### config.mk
export PLATFORM = sky130hd
export DESIGN_NAME = rvv_insn_queue
export DESIGN_NICKNAME = d
export VERILOG_FILES = /design/src/rtl/rvv_pkg.sv /design/src/rtl/rvv_insn_ram.sv /design/src/rtl/rvv_insn_queue.sv
export SDC_FILE = /design/constraint.sdc
export NUM_CORES = 1
export LEC_CHECK = 0
export ABC_AREA = 1
export CAP_MARGIN = 15
export CELL_PAD_IN_SITES_DETAIL_PLACEMENT = 2
export CELL_PAD_IN_SITES_GLOBAL_PLACEMENT = 2
export CORE_MARGIN = 1
export CORE_UTILIZATION = 41
export DETAILED_ROUTE_END_ITERATION = 10
export PLACE_DENSITY_LB_ADDON = 0.1
export SLEW_MARGIN = 20
export SYNTH_ARGS = -nofsm -noshare
export SYNTH_HDL_FRONTEND = slang
export SYNTH_SLANG_ARGS = --single-unit
### constraint.sdc
create_clock -name clk -period 5.2 [get_ports clk]
set_clock_uncertainty 0.05 [all_clocks]
set_input_delay 1.04 -clock clk [delete_from_list [all_inputs] [get_ports clk]]
set_output_delay 1.04 -clock clk [all_outputs]
set_load 0.02 [all_outputs]
### src/rtl/rvv_pkg.sv
// Shared RVV definitions: instruction width, instruction type, default
// instruction-queue depth and the occupancy classes of the queue.
package rvv_pkg;

    localparam int INSN_WIDTH       = 32;
    localparam int INSN_QUEUE_DEPTH = 8;

    typedef logic [INSN_WIDTH-1:0] insn_t;

    // Occupancy class of the instruction queue, derived from its count.
    typedef enum logic [1:0] {
        Q_EMPTY  = 2'd0,
        Q_ACTIVE = 2'd1,
        Q_FULL   = 2'd2
    } q_state_e;

endpackage

### src/rtl/rvv_insn_ram.sv
// DEPTH x WIDTH instruction storage: one synchronous write port, one
// asynchronous read port. Contents are intentionally not reset.
module rvv_insn_ram #(
    parameter int WIDTH = 32,
    parameter int DEPTH = 8,
    parameter int AW    = $clog2(DEPTH)
) (
    input  logic             clk,
    input  logic             we,
    input  logic [AW-1:0]    waddr,
    input  logic [WIDTH-1:0] wdata,
    input  logic [AW-1:0]    raddr,
    output logic [WIDTH-1:0] rdata
);

    logic [WIDTH-1:0] mem [DEPTH];

    // Write the incoming instruction into its slot on the rising edge.
    always_ff @(posedge clk) begin
        if (we) begin
            mem[waddr] <= wdata;
        end
    end

    assign rdata = mem[raddr];

endmodule

### src/rtl/rvv_insn_queue.sv
// Instruction queue feeding rvv_proc_main. Buffers issued RVV instructions
// in a DEPTH-entry FIFO and presents the oldest one until the processor
// takes it. Optional same-cycle bypass when empty: RVV_INSN_QUEUE_BYPASS_EN.
module rvv_insn_queue
    import rvv_pkg::*;
#(
    parameter int INSN_WIDTH = rvv_pkg::INSN_WIDTH,
    parameter int DEPTH      = rvv_pkg::INSN_QUEUE_DEPTH,
    localparam int PTR_W     = $clog2(DEPTH)
) (
    input  logic                  clk,
    input  logic                  rst_n,
    input  logic                  flush,
    input  logic [INSN_WIDTH-1:0] insn_in,
    input  logic                  insn_valid_in,
    output logic                  insn_ready_out,
    output logic [INSN_WIDTH-1:0] insn_out,
    output logic                  insn_valid,
    input  logic                  proc_rdy,
    output logic [PTR_W:0]        count,
    output logic                  empty,
    output logic                  full
);

    localparam logic [PTR_W:0] CNT_ZERO = {(PTR_W+1){1'b0}};
    localparam logic [PTR_W:0] CNT_FULL = (PTR_W+1)'(DEPTH);
    localparam logic [PTR_W:0] PTR_ONE  = (PTR_W+1)'(1);

    logic [PTR_W:0]        wr_ptr_r, rd_ptr_r;
    logic [PTR_W:0]        wr_ptr_nxt_s, rd_ptr_nxt_s;
    logic [INSN_WIDTH-1:0] head_s;
    q_state_e              state_s;
    logic                  bypass_s;
    logic                  push_s, pop_s, wr_en_s, rd_en_s;

    // Extra pointer bit tells a full queue from an empty one.
    assign count = wr_ptr_r - rd_ptr_r;

    // Classify occupancy from the count.
    always_comb begin
        state_s = Q_ACTIVE;
        if (count == CNT_ZERO) begin
            state_s = Q_EMPTY;
        end else if (count == CNT_FULL) begin
            state_s = Q_FULL;
        end else begin
            state_s = Q_ACTIVE;
        end
    end

    // Status flags from the occupancy class.
    always_comb begin
        empty = 1'b0;
        full  = 1'b0;
        case (state_s)
            Q_EMPTY:  begin empty = 1'b1; full = 1'b0; end
            Q_ACTIVE: begin empty = 1'b0; full = 1'b0; end
            Q_FULL:   begin empty = 1'b0; full = 1'b1; end
            default:  begin empty = 1'b0; full = 1'b0; end
        endcase
    end

`ifdef RVV_INSN_QUEUE_BYPASS_EN
    // An issued instruction is shown to the processor in the same cycle when empty.
    assign bypass_s = empty && insn_valid_in && !flush && rst_n;
`else
    assign bypass_s = 1'b0;
`endif

    // Ready looks only at registered state, flush and reset, never at proc_rdy.
    assign insn_ready_out = !full && !flush && rst_n;
    assign insn_valid     = (!empty || bypass_s) && !flush;

    assign push_s  = insn_valid_in && insn_ready_out;
    assign pop_s   = insn_valid && proc_rdy;
    // A bypassed instruction taken immediately is never stored.
    assign wr_en_s = push_s && !(bypass_s && proc_rdy);
    assign rd_en_s = pop_s && !empty;

    // Head instruction, forced to zero while nothing valid is presented.
    always_comb begin
        insn_out = {INSN_WIDTH{1'b0}};
        if (!insn_valid) begin
            insn_out = {INSN_WIDTH{1'b0}};
        end else if (bypass_s) begin
            insn_out = insn_in;
        end else begin
            insn_out = head_s;
        end
    end

    // Pointer advance; flush wins over any push or pop in the same cycle.
    always_comb begin
        wr_ptr_nxt_s = wr_ptr_r;
        rd_ptr_nxt_s = rd_ptr_r;
        if (flush) begin
            wr_ptr_nxt_s = CNT_ZERO;
            rd_ptr_nxt_s = CNT_ZERO;
        end else begin
            if (wr_en_s) begin
                wr_ptr_nxt_s = wr_ptr_r + PTR_ONE;
            end else begin
                wr_ptr_nxt_s = wr_ptr_r;
            end
            if (rd_en_s) begin
                rd_ptr_nxt_s = rd_ptr_r + PTR_ONE;
            end else begin
                rd_ptr_nxt_s = rd_ptr_r;
            end
        end
    end

    // Pointer registers with asynchronous clear.
    always_ff @(posedge clk or negedge rst_n) begin
        if (!rst_n) begin
            wr_ptr_r <= CNT_ZERO;
            rd_ptr_r <= CNT_ZERO;
        end else begin
            wr_ptr_r <= wr_ptr_nxt_s;
            rd_ptr_r <= rd_ptr_nxt_s;
        end
    end

    rvv_insn_ram #(
        .WIDTH (INSN_WIDTH),
        .DEPTH (DEPTH),
        .AW    (PTR_W)
    ) u_ram (
        .clk   (clk),
        .we    (wr_en_s && !flush),
        .waddr (wr_ptr_r[PTR_W-1:0]),
        .wdata (insn_in),
        .raddr (rd_ptr_r[PTR_W-1:0]),
        .rdata (head_s)
    );

endmodule

==> flow_metrics.env <==
export IMPL_ys_top_cells_by_count="256 x edfxtp_1, 155 x nand2_1, 129 x a21oi_1"
export IMPL_synth_flop_cell="edfxtp_1"
export IMPL_synth_cell_types=25
export IMPL_ir_drop_mv=0.3604
export IMPL_synth_top_area_share_pct=71.50
export IMPL_synth_area_um2=10750
export IMPL_hold_path_class="flop to flop"
export IMPL_clk_pin_slew_ps=60
export IMPL_dpl_cell_count=1164
export IMPL_hold_start="wr_ptr_r[0]"
export IMPL_cts_sinks=264
export IMPL_max_stage_delay_ps=720
export IMPL_stdcell_count=1220
export IMPL_grt_pass1_vias=7643
export IMPL_start_kind="flop"
export IMPL_slew_headroom_pct=39.21
export IMPL_port_buffers=76
export IMPL_wl_per_cell_um=24.58
export IMPL_cts_max_level=1
export IMPL_crit_path_start="rd_ptr_r[0]"
export IMPL_synth_edff_count=256
export IMPL_synth_cells=793
export IMPL_fmax_ghz=0.2087
export IMPL_io_pins=77
export IMPL_p_total_uw=6342
export IMPL_postSynthAreaPerCell_um2=13.56
export IMPL_path_cells="buf_4 -> buf_4 -> a21oi_1 -> a22oi_1 -> mux2i_1 -> nor2_1 -> clkdlybuf4s50_1"
export IMPL_drt_iter0_drc=388
export IMPL_drive_above_1_share_pct=8.559
export IMPL_r2r_start="wr_ptr_r[0]"
export IMPL_cp_buffers_inverters=3
export IMPL_critical_path_class="flop to output port"
export IMPL_synth_area_leaders="edfxtp_1 72%, a21oi_1 6.0%, nand2_1 5.4%, a22oi_1 4.5%, mux2i_1 3.0%"
export IMPL_syn_nets=836
export IMPL_root_buffer="clkbuf_16"
export IMPL_final_nets=908
export IMPL_grt_total_usage_pct=23.08
export IMPL_yosysTopAreaCell="edfxtp_1"
export IMPL_die_w_um=163.9
export IMPL_critPathTopFamily="buffers and inverters"
export IMPL_final_setup_viol_count=0
export IMPL_cellLeakagePower_uw=0.004680
export IMPL_cpMostUsedCell="buf_4"
export IMPL_grt_start_max_net_pins=68
export IMPL_crit_arrival_ps=3700
export IMPL_dpl_cell_area_um2=11790
export IMPL_rows=58
export IMPL_yosysSeqAreaShare_pct=73.36
export IMPL_yosysMostFrequentCell="edfxtp_1"
export IMPL_num_vias=6799
export IMPL_worst_pin_slew_ps=911.8
export IMPL_status="finished clean"
export IMPL_rsz0062_at_grt="no"
export IMPL_drc=0
export IMPL_fin_tns_setup_ps=0
export IMPL_core_um2=25470
export IMPL_final_min_clock_period_ps=4792
export IMPL_cts_tree="done"
export IMPL_drv_slew=0
export IMPL_start_util_pct=42.21
export IMPL_cts_made_buffers=29
export IMPL_die_area_um2=26870
export IMPL_ys_warn_count=0
export IMPL_postCtsSetupBuffers=0
export IMPL_design_area_um2=12670
export IMPL_finalCritPeriodShare_pct=92.15
export IMPL_drt_wl_total_um=29990
export IMPL_hold_viol_final=0
export IMPL_worstPathRequired_ps=4110
export IMPL_path_max_fanout=66
export IMPL_cts_path_max_buffers=3
export IMPL_vias_per_cell=5.573
export IMPL_grt_ovfl_total=0
export IMPL_hpwlAfterDp_um=16690
export IMPL_endpoint_kind="output port"
export IMPL_firstDrtPassIters=4
export IMPL_die_h_um=163.9
export IMPL_powerDensity_nw_per_um2=500.5
export IMPL_async_flop_share_pct=3.030
export IMPL_antenna_found_initial=2
export IMPL_cap_violations=0
export IMPL_slowest_stage="buf_4"
export IMPL_grt_pass1_wl_um=45710
export IMPL_synth_seq_cells=264
export IMPL_worstSkewPairLatency_ps=520
export IMPL_place_congestion=0.7604
export IMPL_cts_resized=0
export IMPL_area_growth_pct=17.84
export IMPL_holdBufCountCts=0
export IMPL_ant_nets=0
-- cells by family (layout without fill, tap and decap cells) --
logic type / count (synthesis) / count (layout) / share of synthesized area (%)
DFF: 264 / 264 / 73.36
and+or+nand+nor: 226 / 226 / 8.519
AOI/OAI and AO/OA: 193 / 193 / 10.47
buffers and inverters: 68 / 163 / 3.573
muxes: 32 / 32 / 2.979
adders and majority gates: 6 / 6 / 0.7681
xor gates and xnor gates: 4 / 4 / 0.3259
other: 0 / 2 / 0
-- metal layers --
| layer | track usage [%] | wire length, um | part of all wire (%) | up-vias |
|---|---|---|---|---|
| met3 | 2.879 | 963 | 3.2 | 39 |
| met2 | 42.87 | 16040 | 53 | 102 |
| met1 | 28.25 | 12370 | 41 | 3565 |
| li1 | - | - | - | 3093 |
| met5 | 0 | 0 | 0 | - |
| met4 | 5.808 | 611 | 2.0 | 0 |
-- flip-flops by register name, summed over array words and instances (netlist names) --
signal / flops
wr_ptr_r: 4
rd_ptr_r: 4
u_ram.mem: 256
-- cell type report --
cell class / instances / area (um^2)
Antenna cell: 2 / 5.005
Clock buffer: 33 / 740.7
Clock inverter: 21 / 130.1
Fill cell: 2391 / 12800
Inverter: 18 / 70.07
Multi-Input combinational cell: 461 / 2532
Sequential cell: 264 / 7893
Tap cell: 330 / 412.9
Timing Repair Buffer: 91 / 885.9
-- worst reg2reg max path: stages, from the launching register on --
cell	delay (ps)
dfrtp_1	410
inv_1	220
ha_1	210
inv_1	60
fa_1	390
nand2_1	80
inv_1	40
nor2_1	170
nor2_2	80
nand3_2	100
nand2_1	60
inv_1	130
nand3_2	250
nor2_4	360
buf_4	520
-- stage by stage --
stage | hold slack, ps | worst slack, ps | utilization [%]
finish | 536.8 | 408.0 | 49.74
global route | 595.8 | 210.6 | 49.73
CTS | 542.5 | 321.1 | 49.72
detailed placement | 528.8 | 917.1 | 46.30
global placement | 508.1 | 1059 | 46.30
floorplan | 469.8 | 512.3 | -
-- report_power, final --
part	switching [uW]	internal, uW	total, uW
logic	1320	733	2060
clock network	812	1070	1880
registers	21.1	2380	2400
total	2160	4180	6340
-- worst paths after layout --
kind	endpoint	slack (ps)	depth (start not counted)
max	insn_out[15]	410	7
min	wr_ptr_r[0]	540	2
min reg2reg	wr_ptr_r[0]	540	2
max in group asynchronous	rd_ptr_r[0]	3940	1
min in group asynchronous	wr_ptr_r[1]	800	1
max reg2reg	u_ram.mem[2][11]	1700	14
-- layout by cell type, fill, tap and decap left out, drive strengths merged --
cell and n:
clkdlybuf4s50 76, clkinv 19, bufinv 1, a21oi 129
xor2 3, dfrtp 8, a22oi 64, nand4 2
nor3 3, nand2 156, diode 2, edfxtp 256
fa 1, or2 1, xnor2 1, buf 15
inv 19, ha 5, nand3 21, clkbuf 33
mux2i 32, nor2 43
No activity file was read; power rests on OpenSTA's default activity.
